File: config.mk
export PLATFORM = sky130hd
export DESIGN_NAME = fe_frame_scheduler
export DESIGN_NICKNAME = d
export VERILOG_FILES = /design/src/rtl/fe_frame_scheduler.sv
export SDC_FILE = /design/constraint.sdc
export NUM_CORES = 1
export LEC_CHECK = 0
export CELL_PAD_IN_SITES_DETAIL_PLACEMENT = 2
export CELL_PAD_IN_SITES_GLOBAL_PLACEMENT = 2
export CORE_ASPECT_RATIO = 0.6
export CORE_MARGIN = 8
export CORE_UTILIZATION = 27
export DETAILED_ROUTE_END_ITERATION = 10
export GPL_ROUTABILITY_DRIVEN = 0
export GPL_TIMING_DRIVEN = 0
export HOLD_SLACK_MARGIN = 0.06
export PLACE_DENSITY = 0.88
export SETUP_SLACK_MARGIN = 0.1
export SLEW_MARGIN = 0
export SYNTH_ARGS = -nofsm -noshare
export SYNTH_HDL_FRONTEND = slang
export SYNTH_SLANG_ARGS = --single-unit
File: constraint.sdc
create_clock -name clk -period 2.35 [get_ports clk]
set_input_delay 0.3525 -clock clk [delete_from_list [all_inputs] [get_ports clk]]
set_output_delay 0.3525 -clock clk [all_outputs]
set_load 0.05 [all_outputs]
File: src/rtl/fe_frame_scheduler.sv
// fe_frame_scheduler: round-robin owner of the shared feature extractor.
// Grants one frame source at a time, forwards its pixels, tags results.
module fe_frame_scheduler #(
  parameter int IMG_WIDTH      = 32,
  parameter int IMG_HEIGHT     = 32,
  parameter int RESULT_COUNT   = ((IMG_WIDTH-2)/2)*((IMG_WIDTH-2)/2),
  parameter int TIMEOUT_CYCLES = 4096
) (
  input  logic        clk,
  input  logic        rst,
  input  logic [1:0]  req,
  output logic [1:0]  gnt,
  input  logic [1:0]  src_valid,
  input  logic [15:0] src_pixel,
  output logic [1:0]  src_ready,
  output logic        fe_start,
  output logic        fe_pixel_valid,
  output logic [7:0]  fe_pixel,
  input  logic [21:0] fe_result,
  input  logic        fe_result_valid,
  input  logic        fe_done,
  output logic [21:0] res_data,
  output logic        res_valid,
  output logic        res_id,
  output logic [7:0]  res_index,
  output logic        frame_done,
  output logic        frame_id,
  output logic        frame_error,
  output logic        busy
);

  localparam int NPIX = IMG_WIDTH * IMG_HEIGHT;
  localparam int PW   = $clog2(NPIX);
  localparam int RW   = $clog2(RESULT_COUNT + 1);
  localparam int TW   = $clog2(TIMEOUT_CYCLES);

  typedef enum logic [2:0] {
    S_IDLE,
    S_START,
    S_STREAM,
    S_DRAIN,
    S_DONE
  } state_e;

  state_e        state_q, state_d;
  logic [1:0]    gnt_q, gnt_d;
  logic          last_q, last_d;
  logic [PW-1:0] pix_cnt_q, pix_cnt_d;
  logic [RW-1:0] res_cnt_q, res_cnt_d;
  logic [TW-1:0] tmo_cnt_q, tmo_cnt_d;
  logic          err_q, err_d;
  logic          res_valid_q, res_valid_d;
  logic [21:0]   res_data_q, res_data_d;
  logic          res_id_q, res_id_d;
  logic [7:0]    res_idx_q, res_idx_d;

  logic       gsel;
  logic [1:0] win;
  logic       pix_acc;
  logic       last_pix;
  logic       tmo_hit;
  logic       res_full;
  logic       fwd;

  assign gsel     = gnt_q[1];
  assign last_pix = pix_cnt_q == PW'(NPIX - 1);
  assign tmo_hit  = tmo_cnt_q == TW'(TIMEOUT_CYCLES - 1);
  assign res_full = res_cnt_q == RW'(RESULT_COUNT);
  assign pix_acc  = (state_q == S_STREAM) && |(src_valid & gnt_q);

  // On a tie the source that was not served last wins.
  always_comb begin
    win = req;
    if (req == 2'b11) begin
      win = last_q ? 2'b01 : 2'b10;
    end
  end

  always_ff @(posedge clk) begin
    if (rst) begin
      state_q     <= S_IDLE;
      gnt_q       <= '0;
      last_q      <= 1'b1;
      pix_cnt_q   <= '0;
      res_cnt_q   <= '0;
      tmo_cnt_q   <= '0;
      err_q       <= 1'b0;
      res_valid_q <= 1'b0;
      res_data_q  <= '0;
      res_id_q    <= 1'b0;
      res_idx_q   <= '0;
    end else begin
      state_q     <= state_d;
      gnt_q       <= gnt_d;
      last_q      <= last_d;
      pix_cnt_q   <= pix_cnt_d;
      res_cnt_q   <= res_cnt_d;
      tmo_cnt_q   <= tmo_cnt_d;
      err_q       <= err_d;
      res_valid_q <= res_valid_d;
      res_data_q  <= res_data_d;
      res_id_q    <= res_id_d;
      res_idx_q   <= res_idx_d;
    end
  end

  always_comb begin
    state_d = state_q;
    unique case (state_q)
      S_IDLE: begin
        if (|req) state_d = S_START;
      end
      S_START: begin
        state_d = S_STREAM;
      end
      S_STREAM: begin
        if (pix_acc && last_pix) state_d = S_DRAIN;
      end
      S_DRAIN: begin
        if (fe_done || tmo_hit) state_d = S_DONE;
      end
      S_DONE: begin
        state_d = S_IDLE;
      end
      default: begin
        state_d = S_IDLE;
      end
    endcase
  end

  always_comb begin
    gnt_d       = gnt_q;
    last_d      = last_q;
    pix_cnt_d   = pix_cnt_q;
    res_cnt_d   = res_cnt_q;
    tmo_cnt_d   = tmo_cnt_q;
    err_d       = err_q;
    res_valid_d = 1'b0;
    res_data_d  = res_data_q;
    res_id_d    = res_id_q;
    res_idx_d   = res_idx_q;
    fwd         = 1'b0;
    unique case (state_q)
      S_IDLE: begin
        if (|req) gnt_d = win;
      end
      S_START: begin
        pix_cnt_d = '0;
        res_cnt_d = '0;
        tmo_cnt_d = '0;
        err_d     = 1'b0;
      end
      S_STREAM: begin
        fwd = fe_result_valid;
        if (pix_acc) pix_cnt_d = pix_cnt_q + 1'b1;
        // Early done still lets the frame finish, but it is reported.
        if (fe_done) err_d = 1'b1;
      end
      S_DRAIN: begin
        fwd       = fe_result_valid;
        tmo_cnt_d = tmo_cnt_q + 1'b1;
        if (tmo_hit && !fe_done) err_d = 1'b1;
      end
      S_DONE: begin
        fwd    = fe_result_valid;
        gnt_d  = '0;
        last_d = gsel;
      end
      default: begin
        gnt_d = '0;
      end
    endcase
    if (fwd) begin
      if (res_full) begin
        err_d = 1'b1;
      end else begin
        res_valid_d = 1'b1;
        res_data_d  = fe_result;
        res_id_d    = gsel;
        res_idx_d   = 8'(res_cnt_q);
        res_cnt_d   = res_cnt_q + 1'b1;
      end
    end
  end

  always_comb begin
    busy           = state_q != S_IDLE;
    gnt            = gnt_q;
    fe_start       = state_q == S_START;
    src_ready      = (state_q == S_STREAM) ? gnt_q : 2'b00;
    fe_pixel_valid = pix_acc;
    fe_pixel       = '0;
    if (pix_acc) begin
      fe_pixel = gsel ? src_pixel[15:8] : src_pixel[7:0];
    end
    frame_done     = state_q == S_DONE;
    frame_id       = frame_done && gsel;
    frame_error    = frame_done && (err_q || !res_full);
    res_valid      = res_valid_q;
    res_data       = res_data_q;
    res_id         = res_id_q;
    res_index      = res_idx_q;
  end

endmodule

# After elaboration in Yosys (flattened, before gate mapping)

Cells that the tools add are included.

Muxes and demuxes: 24
Bitwise gates (word level): 4
Add/subtract/negate cells: 3
Equality and inequality tests: 12
Reduce and logical (&&, ||, !) cells: 22

Operator list:

| cell                                                             | number |
|---|---|
| 8-bit two-way mux                                                | 5 |
| 12-bit case mux with 2 select lines                              | 1 |
| 10-bit case mux with 2 select lines                              | 1 |
| 12-bit by 1-bit adder with 12-bit output (second input constant) | 1 |
| 12-bit == test (second input constant)                           | 1 |
| 3-bit case mux with 4 select lines                               | 1 |
| 10-bit by 1-bit adder with 10-bit output (second input constant) | 1 |
| 10-bit == test (second input constant)                           | 1 |
| 10-bit two-way mux                                               | 1 |
| 3-bit two-way mux                                                | 3 |
| 8-bit by 1-bit adder with 8-bit output (second input constant)   | 1 |
| 8-bit == test (second input constant)                            | 1 |
| 2-bit two-way mux                                                | 4 |
| 3-bit by 2-bit == test with 1-bit output (second input constant) | 2 |
| 1-bit two-way mux                                                | 6 |
| 2-bit != test (second input constant)                            | 3 |
| 2-bit AND reduction                                              | 3 |
| 2-bit OR reduction                                               | 3 |
| 3-bit OR reduction                                               | 2 |
| 1-bit logical AND                                                | 5 |
| 2-bit case mux with 2 select lines                               | 1 |
| 2-bit nonzero test                                               | 2 |
| 3-bit by 1-bit == test with 1-bit output (second input constant) | 1 |
| 3-bit == test (second input constant)                            | 1 |
| other kinds (10)                                                 | 14 |

Input port bits: 46
Output and inout bits: 50
Flip-flop bits (word level): 69
Word-level logic and storage cells: 76

# Logic depth before layout (Yosys ltp)

Gate-level depths: netlist of the first run.

Word-level depth: 6
Depth in mapped cells: 8
Depth with buffers taken out: 6

# Worst setup path before layout of the first run

No wires, ideal clock.

Kind: register -> output
Start: reg res_cnt_q[1]
End: out frame_error
Arrival: 1.961 ns
Data required time: 1.997 ns
Cell stages (with the launch flop): 9
Setup slack: 0.037 ns
Buffers on the path: 2
Cells stage by stage: dfxtp_1 > inv_1 > ha_1 > nand4_1 > or4_1 > clkbuf_1 > clkbuf_1 > nor2_1 > nor2_1

Cells in the longest elaborated chain, start to end: 4

RTL lines:

| element                | RTL line | source |
|---|---|---|
| from (decl)            | 49       | `logic [RW-1:0] res_cnt_q, res_cnt_d;` |
| from (signal assigned) | 97       | `res_cnt_q <= res_cnt_d;` |
| 8-bit == test          | 68       | `assign res_full = res_cnt_q == RW'(RESULT_COUNT);` |
| 1-bit zero test        | 198      | `frame_error = frame_done && (err_q \|\| !res_full);` |
| 1-bit logical OR       | 198      |  |
| 1-bit logical AND      | 198      |  |
| to (decl)              | 28       | `output logic frame_error,` |

No other way between the ends.

# Worst setup path in the final report of the first run

Start: reg res_cnt_q[5]
End: out frame_error

The elaborated chain is that of the path after synthesis.

==> flow_summary.rst, run 1 <==
.. list-table::
   :header-rows: 1

   * - Metric
     - Value
   * - Outcome
     - finished, violations left
   * - Violated checks
     - negative setup slack
   * - Leading area contributor after synthesis
     - sky130_fd_sc_hd__dfxtp_1
   * - Worst slew margin relative to its limit
     - 52.5%
   * - Final standard cell utilization of the core
     - between 40% and 50%
   * - Share of cell area taken by muxes after synthesis
     - between 2 and 3%
   * - Class of the worst hold path
     - reg -> reg
   * - CTS buffer count
     - 9
   * - Detailed Place HPWL
     - 10,000 µm
   * - Worst hold-check slack
     - 0.481 ns
   * - Share of Yosys cell area claimed by the top area cell type
     - 43.2%
   * - Mapped Area
     - 3200 µm²
   * - Via count
     - 3,532
   * - Main combinational cell family by area after synthesis
     - simple AND/OR/NAND/NOR gates
   * - Max cap viols
     - 0
   * - Synthesis-stage register bit count
     - 69
   * - Number of pins exceeding their max-slew limit in the final report
     - 0
   * - Cts hold-fix bufs
     - 0
   * - Worst path required time
     - 2.00 ns
   * - Kind of critical path
     - reg -> out
   * - Final worst path period need
     - ~2.4 ns
   * - Area of the placeable core
     - 11,400 µm²
   * - Number of DRC violations after detailed routing
     - 0
   * - Wire length of the first global-routing pass
     - 23,000 µm
   * - TritonCTS clock tree
     - yes
   * - Final worst-path cycle share
     - 101%
   * - Pin slew with the least headroom to its limit
     - 0.703 ns
   * - Final number of setup-violating endpoints
     - 1
   * - Initial standard-cell utilization of the core
     - 28.0%
   * - Hold violation count in the final report
     - 0
   * - Core Rows
     - 30
   * - Mean area per synthesized cell
     - 8.28 µm²
   * - Via count of the first global-routing pass
     - 3,994
   * - Number of buffers on the longest clock path
     - 2
   * - Net count reported at finish
     - ~550
   * - Post-Synth Adder-Cell Area
     - between 1.5 and 2%
   * - Area Overhead vs Synth
     - 50.2%
   * - Worst vdd rail ir drop
     - 0.296 mV
   * - Proportion of register bits with asynchronous set or reset after synthesis
     - 0%
   * - Count of cell types in the netlist
     - between 50 and 60
   * - Max frequency
     - about 0.42 GHz
   * - Clock root cell
     - sky130_fd_sc_hd__clkbuf_16
   * - Gate Count Post-Synth
     - 386
   * - Share of cells above drive strength 1
     - 15.1%
   * - Ports placed on the boundary
     - 96
   * - Final routed wire length divided by cell count
     - 21.9 µm
   * - Drt pass-1 iters
     - 6
   * - Final ANT Viol Nets
     - 0
   * - Overall fraction of global-route tracks in use
     - between 10% and 20%
   * - Layout Skew
     - about 0.0083 ns
   * - Synthesized-area fraction occupied by and/or/nand/nor cells
     - around a quarter
   * - Final WS setup
     - -0.0301 ns
   * - Category of the worst setup path launch point
     - flip-flop
   * - Die span in y
     - 100 µm
   * - Crit. End Element
     - output pin
   * - Syn_nets
     - ~440
   * - Count of warnings emitted by yosys
     - 0
   * - Synth Area in Compound Gates
     - 20.5%
   * - Top area cells in the synthesized netlist
     - sky130_fd_sc_hd__dfxtp_1 43%, sky130_fd_sc_hd__a21oi_1 7.4%, sky130_fd_sc_hd__nand3_1 5.8%
   * - Unrepaired setup endpoints after global routing
     - yes
   * - Critical path arrival
     - 2.03 ns
   * - Lkg Pwr
     - 1.64 nW
   * - Largest net degree at the start of global routing
     - 13
   * - Clock insertion delay at the later pin of the skew report
     - 0.35 ns
   * - Drt via density
     - 5.32
   * - Die span in x
     - 156 µm
   * - CTS H-tree depth
     - 3
   * - Total congestion overflow after global routing
     - 0
   * - Antenna violations before repair
     - 0
   * - Final routed wirelength across all metal layers
     - 14,500 µm
   * - Number of sinks handled by clock tree synthesis
     - 69
   * - Cell area after layout
     - 4800 µm²
   * - Share of synthesized area occupied by flip-flops and latches
     - 43.2%
   * - Instance area at placement
     - 4360 µm²
   * - Antenna diode count
     - 0
   * - # port buffers
     - between 90 and 100
   * - Power density of the placed cells
     - around 740 nW/µm²
   * - Post-CTS clock slew at the launch and capture registers of the worst setup and hold paths
     - 0.06 ns
   * - Post-synth EDFFs
     - 0
   * - Critical Path Fanout Max
     - 7
   * - Xor/xnor cell area share of the yosys netlist
     - between 3 and 4%
   * - Die area
     - approximately 16,000 µm²
   * - DR iter-0 viols
     - 193
   * - Ys flop type
     - sky130_fd_sc_hd__dfxtp_1
-- routing by layer --
layer	share of wire [%]	global-route usage, %	vias up
met3	7.1	5.62	21
met5	0	0	-
li1	-	-	1640
met2	48	31.9	113
met1	43	22.4	1758
met4	2.0	6.39	0
-- where the power goes --
part	internal (mW)	leakage, nW	total [mW]	switching [mW]
registers	1.21	0.560	1.26	0.0467
clock network	1.04	0.163	1.59	0.557
logic	0.239	0.919	0.678	0.439
-- sequential cells by signal, indices dropped and copies added, names as in the netlist, 2 cells and up --
register	flops
res_cnt_q	8
tmo_cnt_q	12
res_index	8
pix_cnt_q	10
state_q	3
gnt	2
res_data	22
-- synthesized netlist by cell type, drive strengths merged, types with 9 or more instances --
| master | n |
|---|---|
| inv | 9 |
| o21ai | 38 |
| buf | 11 |
| nand2 | 18 |
| a21oi | 48 |
| nand3 | 37 |
| clkbuf | 17 |
| nor3 | 9 |
| nor2 | 28 |
| nand4 | 9 |
| dfxtp | 69 |
-- final timing paths --
check	startpoint	end	slack (ns)	depth (start not counted)
max reg2reg	res_cnt_q[5]$_SDFF_PP0_	res_data[21]$_SDFFE_PP0P_	0.05	6
min	res_data[9]$_SDFFE_PP0P_	res_data[9]$_SDFFE_PP0P_	0.48	2
max	res_cnt_q[5]$_SDFF_PP0_	frame_error	-0.03	7
min reg2reg	res_data[9]$_SDFFE_PP0P_	res_data[9]$_SDFFE_PP0P_	0.48	2
-- layout by cell type, fill, tap and decap left out, drive strengths merged, types with 2 or more instances in the layout --
master,Yosys,layout
a31oi,3,3
and4,2,2
nand4b,3,3
o21ai,38,38
or4,8,8
nand2,18,18
mux2i,8,8
xnor2,8,8
and3,3,3
nand3b,3,3
ha,4,4
clkdlybuf4s15,0,4
nand3,37,37
nand4,9,9
clkinv,0,2
a21oi,48,48
nor2,28,28
o31ai,5,5
bufinv,0,3
clkdlybuf4s50,0,79
and2,4,4
o31a,2,2
clkbuf,17,30
nor2b,2,2
nor3,9,9
buf,11,26
inv,9,9
dfxtp,69,69
nor4,4,4
or3,7,7
o211ai,6,6
xor2,3,3
-- kinds of logic after synthesis --
kind of cell               after synthesis
AOI/OAI and AO/OA                      113
xor gates and xnor gates                11
adders and majority gates                4
buffers and inverters                   37
DFF                                     69
muxes                                    9
and+or+nand+nor                        143
-- timing repair --
item                                   in CTS  in global routing
setup endpoints to repair                  54                 43
buffers inserted                            6                  1
endpoints found under the hold margin       0                  0
gates resized for setup                    64                 34
pin swaps                                   1                  1
-- metrics by stage --
step	setup slack (ns)	cells	TNS (ns)	total power, mW
2_1_floorplan	0.0801	386	0	1.65
3_3_place_gp	-0.660	641	-3.67	1.90
3_5_place_dp	-0.726	641	-5.27	1.93
4_1_cts	-0.170	663	-0.170	3.53
5_1_grt	-0.0710	664	-0.142	3.64
6_report	-0.0301	664	-0.0301	3.53
-- layout make-up --
cell class	instances	area [µm²]
Buffer	28	156
Clock buffer	10	229
Clock inverter	6	111
Fill cell	1273	6610
Inverter	9	33.8
Multi-Input combinational cell	280	1720
Sequential cell	69	1390
Tap cell	160	200
Timing Repair Buffer	102	962
-- worst max-delay path: stages, from the launching register on --
cell,delay [ns]
sky130_fd_sc_hd__dfxtp_1,0.50
sky130_fd_sc_hd__nand4_1,0.16
sky130_fd_sc_hd__or4_4,0.46
sky130_fd_sc_hd__buf_8,0.14
sky130_fd_sc_hd__clkbuf_16,0.14
sky130_fd_sc_hd__nor2_4,0.08
sky130_fd_sc_hd__nor2_2,0.04
sky130_fd_sc_hd__buf_6,0.15
Note: power is estimated with default switching activity, not from simulation.
==> run 2, diff against run 1 <==
- CORE_MARGIN: 8 -> 3
==> run 2 against run 1 <==
The run now ends clean; critical path depth rose by 1; register-to-register slack improved by 0.18 ns; final cell count decreased by 0.45%; core utilization is 0.57 points lower; combinational power decreased by 1%.
==> flow_summary.rst, run 2 (synthesis results as in run 1) <==
.. list-table::
   :header-rows: 1

   * - Metric
     - Value
   * - Critical Path Fanout Max
     - 3 (was 7)
   * - Worst path required time
     - 2.00 ns (about the same)
   * - Final ANT Viol Nets
     - 0 (unchanged)
   * - Critical path arrival
     - 1.93 ns (was 2.03 ns)
   * - Via count
     - 3,592 (was 3,532)
   * - Max cap viols
     - 0 (unchanged)
   * - Worst setup slack after placement
     - -0.756 ns (was -0.726 ns)
   * - Wire length of the first global-routing pass
     - 22,400 µm (was 23,000 µm)
   * - Hold Crit Endpoint
     - res_data[0]$_SDFFE_PP0P_ (was res_data[9]$_SDFFE_PP0P_)
   * - Core Rows
     - 30 (unchanged)
   * - Final routed wirelength across all metal layers
     - 13,800 µm (was 14,500 µm)
   * - Final standard cell utilization of the core
     - 41.5% (was 42.1%)
   * - Die area
     - 13,200 µm² (was 15,700 µm²)
   * - CTS buffer count
     - 9 (unchanged)
   * - Crit. End Element
     - output pin (unchanged)
   * - Number of buffers on the longest clock path
     - 2 (unchanged)
   * - Kind of critical path
     - reg -> out (unchanged)
   * - Area Overhead vs Synth
     - 48.2% (was 50.2%)
   * - R2R depth
     - 7 (was 6)
   * - TritonCTS clock tree
     - yes (unchanged)
   * - Category of the worst setup path launch point
     - flip-flop (unchanged)
   * - Worst vdd rail ir drop
     - 0.338 mV (was 0.296 mV)
   * - Via count of the first global-routing pass
     - 3,935 (was 3,994)
   * - Unrepaired setup endpoints after global routing
     - yes (unchanged)
   * - Antenna violations before repair
     - 0 (unchanged)
   * - Initial standard-cell utilization of the core
     - 28.0% (unchanged)
   * - Worst slew margin relative to its limit
     - 52.9% (was 52.5%)
   * - Ports placed on the boundary
     - 96 (unchanged)
   * - Cts hold-fix bufs
     - 0 (unchanged)
   * - Final cell count without fillers
     - 661 (was 664)
   * - Reg-to-reg setup timing slack
     - 0.23 ns (was 0.05 ns)
   * - Number of sinks handled by clock tree synthesis
     - 69 (unchanged)
   * - Startpoint of the tightest hold check path
     - res_data[0]$_SDFFE_PP0P_ (was res_data[9]$_SDFFE_PP0P_)
   * - Drt pass-1 iters
     - 5 (was 6)
   * - Worst R2R End
     - res_id$_SDFFE_PP0P_ (was res_data[21]$_SDFFE_PP0P_)
   * - Post-CTS clock slew at the launch and capture registers of the worst setup and hold paths
     - 0.06 ns (about the same)
   * - Antenna diode count
     - 0 (unchanged)
   * - Max frequency
     - 0.438 GHz (was 0.420 GHz)
   * - Flip-flop count of the largest register, all copies and words added
     - 22 (unchanged)
   * - Final worst path period need
     - 2.28 ns (was 2.38 ns)
   * - Total congestion overflow after global routing
     - 0 (unchanged)
   * - Drt via density
     - 5.43 (was 5.32)
   * - Pin slew with the least headroom to its limit
     - 0.698 ns (was 0.703 ns)
   * - Overall fraction of global-route tracks in use
     - 21.3% (was 18.9%)
   * - Power density of the placed cells
     - 704 nW/µm² (was 735 nW/µm²)
   * - Class of the worst hold path
     - reg -> reg (unchanged)
   * - Share of cells above drive strength 1
     - 14.2% (was 15.1%)
   * - CTS H-tree depth
     - 3 (unchanged)
   * - Final worst-path cycle share
     - 97.2% (was 101%)
   * - Largest net degree at the start of global routing
     - 13 (unchanged)
   * - Die span in y
     - 90.3 µm (was 100 µm)
   * - Number of pins exceeding their max-slew limit in the final report
     - 0 (unchanged)
   * - Detailed Place HPWL
     - 9430 µm (was 10,000 µm)
   * - Most frequent cells in the layout
     - 79 x sky130_fd_sc_hd__clkdlybuf4s50_1, 66 x sky130_fd_sc_hd__dfxtp_1, 47 x sky130_fd_sc_hd__a21oi_1 (unchanged)
   * - # port buffers
     - 95 (unchanged)
   * - Outcome
     - completed (was finished, violations left)
   * - Number of DRC violations after detailed routing
     - 0 (unchanged)
   * - Final WS setup
     - 0.0652 ns (was -0.0301 ns)
   * - DR iter-0 viols
     - 162 (was 193)
   * - Hold path cells
     - 2 (unchanged)
   * - Cell area after layout
     - 4740 µm² (was 4800 µm²)
   * - Net count reported at finish
     - 546 (was 549)
   * - Hold violation count in the final report
     - 0 (unchanged)
   * - Final routed wire length divided by cell count
     - 20.9 µm (was 21.9 µm)
   * - Layout Skew
     - 0.00909 ns (was 0.00833 ns)
   * - Area of the placeable core
     - 11,400 µm² (unchanged)
   * - Most common cell after layout, fill and taps aside
     - sky130_fd_sc_hd__clkdlybuf4s50_1 (unchanged)
   * - Lkg Pwr
     - 1.60 nW (was 1.64 nW)
   * - Clock insertion delay at the later pin of the skew report
     - 0.34 ns (was 0.35 ns)
   * - Final number of setup-violating endpoints
     - 0 (was 1)
   * - Sum of negative setup slack
     - 0 ns (was -0.0301 ns)
   * - Die span in x
     - 146 µm (was 156 µm)
   * - Clock root cell
     - sky130_fd_sc_hd__clkbuf_16 (unchanged)
   * - Worst reg2reg startpoint
     - state_q[0]$_SDFFE_PP0P_ (was res_cnt_q[5]$_SDFF_PP0_)
   * - Instance area at placement
     - 4360 µm² (unchanged)
   * - Number of placed instances, taps included
     - 641 (unchanged)
## run 2: cell count changes in the layout (fill, tap and decap cells not counted), sizes merged
cell,change
dlygate4sd2,+1
clkinvlp,+2
bufinv,-2
clkdlybuf4s15,+3
clkdlybuf4s18,-1
buf,-1
clkbuf,-5
## run 2: worst max path at each step
stage	startpoint	end	slack, ns	cells past startpoint
after detailed placement	res_cnt_q[0]$_SDFF_PP0_	frame_error	-0.76	8
final	res_cnt_q[1]$_SDFF_PP0_	frame_error	0.07	8
after floorplan	gnt[1]$_SDFFE_PP0P_	fe_pixel[5]	0.08	3
after global placement	res_cnt_q[0]$_SDFF_PP0_	frame_error	-0.68	8
after CTS	res_cnt_q[1]$_SDFF_PP0_	frame_error	-0.11	9
after global routing	res_cnt_q[1]$_SDFF_PP0_	frame_error	0.03	8
## run 2: critical path, cell delays in order, from the launching register on
cell and delay, ns:
sky130_fd_sc_hd__dfxtp_4 0.35, sky130_fd_sc_hd__inv_4 0.06, sky130_fd_sc_hd__ha_4 0.13, sky130_fd_sc_hd__nand4_1 0.14, sky130_fd_sc_hd__or4_4 0.46, sky130_fd_sc_hd__buf_8 0.15
sky130_fd_sc_hd__nor2_4 0.10, sky130_fd_sc_hd__nor2_2 0.05, sky130_fd_sc_hd__buf_6 0.15
## run 2: per-layer routing
layer  up-vias  part of all wire (%)  global-route usage (%)
li1       1630                     -                       -
met1      1814                    46                    28.1
met2       126                    47                    34.4
met3        22                   5.7                    5.32
met4         0                   1.9                    6.26
met5         -                     0                       0
## run 2: final cells by class
cell class,instances,area (µm²)
clock inverters,6,62.6
fillers,1266,6670
multi-input cells,280,1720
inverters,9,36.3
flip-flops and latches,69,1390
repair buffers,100,960
well taps,160,200
clock buffers,10,239
plain buffers,27,131
## run 2: timing repair
| action | CTS | global route |
|---|---|---|
| gates resized for setup | 66 | 27 |
| buffers inserted | 5 | 0 |
| setup endpoints to repair | 50 | 29 |
| pin swaps | 1 | 4 |
## run 2: power breakdown
part | total (mW) | switching (mW) | internal (mW)
Clock | 1.41 | 0.559 | 0.847
Combinational | 0.671 | 0.435 | 0.236
Sequential | 1.26 | 0.0482 | 1.21
## run 2: through the flow
stage / power [mW] / hold WS, ns
floorplan: 1.65 / 0.444
global placement: 1.90 / 0.459
detailed placement: 1.93 / 0.477
CTS: 3.34 / 0.483
global route: 3.47 / 0.524
finish: 3.34 / 0.480
==> run 3, diff against run 2 <==
- ABC_AREA: default -> 1
- PLACE_DENSITY: 0.88 -> 0.91
- clock period: 2.35 -> 2.9 ns (I/O delays scaled with it)
==> run 3 against run 2 <==
Setup slack improved by 0.23 ns; clock power fell by 20%; clock skew fell by 0.0044 ns; total power rose by 26%; synthesized area barely moved; sequential power barely moved; via count fell by 0.97%; register-to-register slack improved by 0.82 ns; design area fell by 1.7%.
==> flow_summary.rst, run 3 <==
.. list-table::
   :header-rows: 1

   * - Metric
     - Value
   * - Outcome
     - completed (unchanged)
   * - Overall fraction of global-route tracks in use
     - 19.7% (was 21.3%)
   * - Power density of the placed cells
     - 901 nW/µm² (was 704 nW/µm²)
   * - Largest net degree at the start of global routing
     - 13 (unchanged)
   * - R2R depth
     - 9 (was 7)
   * - Most frequent cells in the layout
     - 100 x sky130_fd_sc_hd__nor2_1, 95 x sky130_fd_sc_hd__nand2_1, 86 x sky130_fd_sc_hd__clkdlybuf4s50_1 (was 79 x sky130_fd_sc_hd__clkdlybuf4s50_1, 66 x sky130_fd_sc_hd__dfxtp_1, 47 x sky130_fd_sc_hd__a21oi_1)
   * - Switch Pwr
     - 1.83 mW (was 1.04 mW)
   * - Die span in x
     - 146 µm (about the same)
   * - Final number of setup-violating endpoints
     - 0 (unchanged)
   * - DR iter-0 viols
     - 182 (was 162)
   * - Share of cells above drive strength 1
     - 6.41% (was 14.2%)
   * - Critical Path Fanout Max
     - 3 (unchanged)
   * - Area Overhead vs Synth
     - 45.7% (was 48.2%)
   * - Via count of the first global-routing pass
     - 4,011 (was 3,935)
   * - Wire length of the first global-routing pass
     - 20,700 µm (was 22,400 µm)
   * - Area of the placeable core
     - 11,400 µm² (unchanged)
   * - Number of buffers on the longest clock path
     - 2 (unchanged)
   * - Max frequency
     - 0.384 GHz
   * - Unrepaired setup endpoints after global routing
     - no (was yes)
   * - Core Rows
     - 30 (unchanged)
   * - Final routed wirelength across all metal layers
     - 12,700 µm (was 13,800 µm)
   * - Category of the worst setup path launch point
     - input port (was flip-flop)
   * - Most common cell after layout, fill and taps aside
     - sky130_fd_sc_hd__nor2_1 (was sky130_fd_sc_hd__clkdlybuf4s50_1)
   * - Detailed-routed wire length on met3
     - 785 µm (was 790 µm)
   * - Initial standard-cell utilization of the core
     - 28.0% (about the same)
   * - TritonCTS clock tree
     - yes (unchanged)
   * - Final WS setup
     - 0.299 ns (was 0.0652 ns)
   * - Chain of cells forming the critical path
     - clkdlybuf4s50_1 > nand2_1 > nand2_1 > inv_1 > nor2_1 > clkdlybuf4s50_1 (was inv_4 > ha_4 > nand4_1 > or4_4 > buf_8 > nor2_4 > nor2_2 > buf_6)
   * - Commonest cells in the netlist
     - 100 x sky130_fd_sc_hd__nor2_1, 95 x sky130_fd_sc_hd__nand2_1, 69 x sky130_fd_sc_hd__dfxtp_1 (was 69 x sky130_fd_sc_hd__dfxtp_1, 47 x sky130_fd_sc_hd__a21oi_1, 37 x sky130_fd_sc_hd__nand3_1)
   * - Syn_nets
     - 516 (was 436)
   * - Number of pins exceeding their max-slew limit in the final report
     - 0 (unchanged)
   * - Drt pass-1 iters
     - 4 (was 5)
   * - Maximum single-stage delay on the critical path
     - 0.86 ns (was 0.46 ns)
   * - Worst setup slack after placement
     - 0.235 ns (was -0.756 ns)
   * - Drt via density
     - 4.83 (was 5.43)
   * - Final worst path period need
     - approximately 2.6 ns
   * - Antenna violations before repair
     - 0 (unchanged)
   * - Final ANT Viol Nets
     - 0 (unchanged)
   * - Clock root cell
     - sky130_fd_sc_hd__clkbuf_16 (unchanged)
   * - Mapped Area
     - 3190 µm² (was 3200 µm²)
   * - Antenna diode count
     - 0 (unchanged)
   * - Number of cells on the critical path
     - 6 (was 8)
   * - # port buffers
     - 95 (unchanged)
   * - Worst vdd rail ir drop
     - 0.418 mV (was 0.338 mV)
   * - Clock insertion delay at the later pin of the skew report
     - 0.34 ns (about the same)
   * - Worst slew margin relative to its limit
     - 51.6% (was 52.9%)
   * - CTS H-tree depth
     - 3 (unchanged)
   * - Most instantiated library cell after synthesis
     - sky130_fd_sc_hd__nor2_1 (was sky130_fd_sc_hd__dfxtp_1)
   * - Total congestion overflow after global routing
     - 0 (unchanged)
   * - Crit. End Element
     - output pin (unchanged)
   * - Gate Count Post-Synth
     - 466 (was 386)
   * - Share of synthesized area occupied by flip-flops and latches
     - 43.2% (about the same)
   * - Cell-internal power
     - 2.36 mW (was 2.29 mW)
   * - Cell class contributing the biggest share of worst-path delay
     - buffers and inverters (was simple AND/OR/NAND/NOR gates)
   * - Lkg Pwr
     - 2.01 nW (was 1.60 nW)
   * - Reg power frac
     - 29.6% (was 37.7%)
   * - Count of cell types in the netlist
     - 28 (was 52)
   * - CP Buf/Inv Count
     - 3 (unchanged)
   * - Count of warnings emitted by yosys
     - 0 (unchanged)
   * - Combinational cell fraction of total power
     - 43.6% (was 20.1%)
   * - Pin slew with the least headroom to its limit
     - 0.726 ns (was 0.698 ns)
   * - Max cap viols
     - 0 (unchanged)
   * - Flip-flop count of the largest register, all copies and words added
     - 22 (unchanged)
   * - Detailed Place HPWL
     - 9820 µm (was 9430 µm)
   * - Number of DRC violations after detailed routing
     - 0 (unchanged)
   * - Post-CTS clock slew at the launch and capture registers of the worst setup and hold paths
     - 0.06 ns (about the same)
   * - Max layer used
     - met4 (unchanged)
   * - Kind of critical path
     - in -> out (was reg -> out)
   * - Final routed wire length divided by cell count
     - 17.2 µm (was 20.9 µm)
   * - Top area cells in the synthesized netlist
     - sky130_fd_sc_hd__dfxtp_1 43%, sky130_fd_sc_hd__nor2_1 12%, sky130_fd_sc_hd__nand2_1 11% (was sky130_fd_sc_hd__dfxtp_1 43%, sky130_fd_sc_hd__a21oi_1 7.4%, sky130_fd_sc_hd__nand3_1 5.8%)
   * - Net Sw Frac
     - 43.7% (was 31.2%)
   * - Net count reported at finish
     - 622 (was 546)
   * - Synthesis-stage register bit count
     - 69 (unchanged)
   * - Class of the worst hold path
     - reg -> reg (unchanged)
   * - Share of Yosys cell area claimed by the top area cell type
     - 43.2% (about the same)
   * - Hold violation count in the final report
     - 0 (unchanged)
   * - Mean area per synthesized cell
     - 6.85 µm² (was 8.28 µm²)
   * - Final worst-path cycle share
     - 89.7%
   * - Via count
     - 3,557 (was 3,592)
   * - Sum of negative setup slack
     - 0 ns (unchanged)
   * - Critical path arrival
     - 2.17 ns (was 1.93 ns)
   * - CTS buffer count
     - 9 (unchanged)
   * - Sum of routed wire segments on met1
     - 5880 µm (was 6340 µm)
   * - Number of sinks handled by clock tree synthesis
     - 69 (unchanged)
   * - Post-synth EDFFs
     - 0 (unchanged)
   * - Ports placed on the boundary
     - 96 (unchanged)
   * - Library cell contributing the largest single delay on the critical path
     - sky130_fd_sc_hd__clkdlybuf4s50_1 (was sky130_fd_sc_hd__or4_4)
   * - Post-CTS setup buffers
     - 0 (was 5)
   * - Layout Skew
     - 0.00464 ns (was 0.00909 ns)
   * - Proportion of register bits with asynchronous set or reset after synthesis
     - 0% (unchanged)
   * - Leading area contributor after synthesis
     - sky130_fd_sc_hd__dfxtp_1 (unchanged)
   * - Clock power share
     - 26.8% (was 42.2%)
   * - Met2 Wirelength
     - 5830 µm (was 6430 µm)
   * - Worst path required time
     - 2.47 ns (was 2.00 ns)
   * - Ys flop type
     - sky130_fd_sc_hd__dfxtp_1 (unchanged)
   * - Hold path cells
     - 2 (unchanged)
   * - Die area
     - 13,200 µm² (about the same)
   * - Die span in y
     - 90.3 µm (about the same)
==> run 3: cell types whose count changed after synthesis, moves of 9 or more <==
cell,previous run,this run
sky130_fd_sc_hd__nand2_1,18,95
sky130_fd_sc_hd__nor2_1,27,100
sky130_fd_sc_hd__inv_1,7,42
sky130_fd_sc_hd__o21ai_1,2,25
sky130_fd_sc_hd__nand3_1,37,21
sky130_fd_sc_hd__o21ai_0,35,22
sky130_fd_sc_hd__a21oi_1,47,36
sky130_fd_sc_hd__clkbuf_1,17,7
sky130_fd_sc_hd__buf_2,10,1
==> run 3: path summary, 6_finish.rpt <==
| kind | from | endpoint | slack [ns] |
|---|---|---|---|
| max | src_valid[1] | fe_pixel_valid | 0.30 |
| min | pix_cnt_q[4]$_SDFFE_PP0P_ | pix_cnt_q[4]$_SDFFE_PP0P_ | 0.46 |
| max reg2reg | state_q[2]$_SDFFE_PP0P_ | tmo_cnt_q[8]$_SDFFE_PP0P_ | 1.05 |
| min reg2reg | pix_cnt_q[4]$_SDFFE_PP0P_ | pix_cnt_q[4]$_SDFFE_PP0P_ | 0.46 |
==> run 3: cell type report <==
| class | instances | area, µm² |
|---|---|---|
| flip-flops and latches | 69 | 1380 |
| clock inverters | 6 | 62.6 |
| fillers | 1339 | 6760 |
| plain buffers | 15 | 95.1 |
| multi-input cells | 336 | 1540 |
| repair buffers | 95 | 958 |
| well taps | 160 | 200 |
| inverters | 46 | 175 |
| clock buffers | 10 | 239 |
==> run 3: worst reg2reg max path: cells and delay by family, from the launching register on <==
family,cells,cell delay [ns]
AOI/OAI and AO/OA,2,0.14
buffers and inverters,4,0.63
DFF,1,0.35
and+or+nand+nor,3,0.59
==> run 3: stage by stage <==
step / instance area, µm² / total power, mW / hold slack [ns] / utilization [%] / cells
final: 4650 / 4.20 / 0.459 / 40.8 / 737
after global placement: 4350 / 3.00 / 0.433 / 38.1 / 721
after floorplan: 3190 / 2.41 / 0.421 / - / 466
after global routing: 4650 / 4.43 / 0.490 / 40.8 / 737
after CTS: 4640 / 4.24 / 0.461 / 40.7 / 737
after detailed placement: 4350 / 3.08 / 0.448 / 38.1 / 721
==> run 3: kinds of logic after synthesis <==
kind of cell / count (synthesis) / share of synthesized area, %
and+or+nand+nor: 242 / 32.0
adders and majority gates: 4 / 1.57
xor gates and xnor gates: 2 / 0.548
DFF: 69 / 43.2
AOI/OAI and AO/OA: 88 / 14.1
buffers and inverters: 61 / 8.46
==> run 3: per-layer routing <==
layer  GRT usage, %  vias to the layer above
met5              0                        -
met4           5.79                        0
met3           5.52                       15
met2           31.7                       85
met1           25.7                     1745
li1               -                     1712
==> run 3: power by group through the flow <==
| stage | sequential [mW] | clock, mW | combinational (mW) |
|---|---|---|---|
| after floorplan | 1.68 | 0 | 0.737 |
| after global placement | 1.25 | 0 | 1.75 |
| after detailed placement | 1.26 | 0 | 1.82 |
| after CTS | 1.24 | 1.15 | 1.84 |
| after global routing | 1.27 | 1.20 | 1.97 |
| final | 1.24 | 1.13 | 1.83 |
==> run 3: timing repair <==
| action | in CTS | in global routing |
|---|---|---|
| endpoints found under the setup margin | 4 | 5 |
| hold buffers | 0 | 0 |
| gates resized for setup | 4 | 5 |
| pin swaps | 0 | 0 |
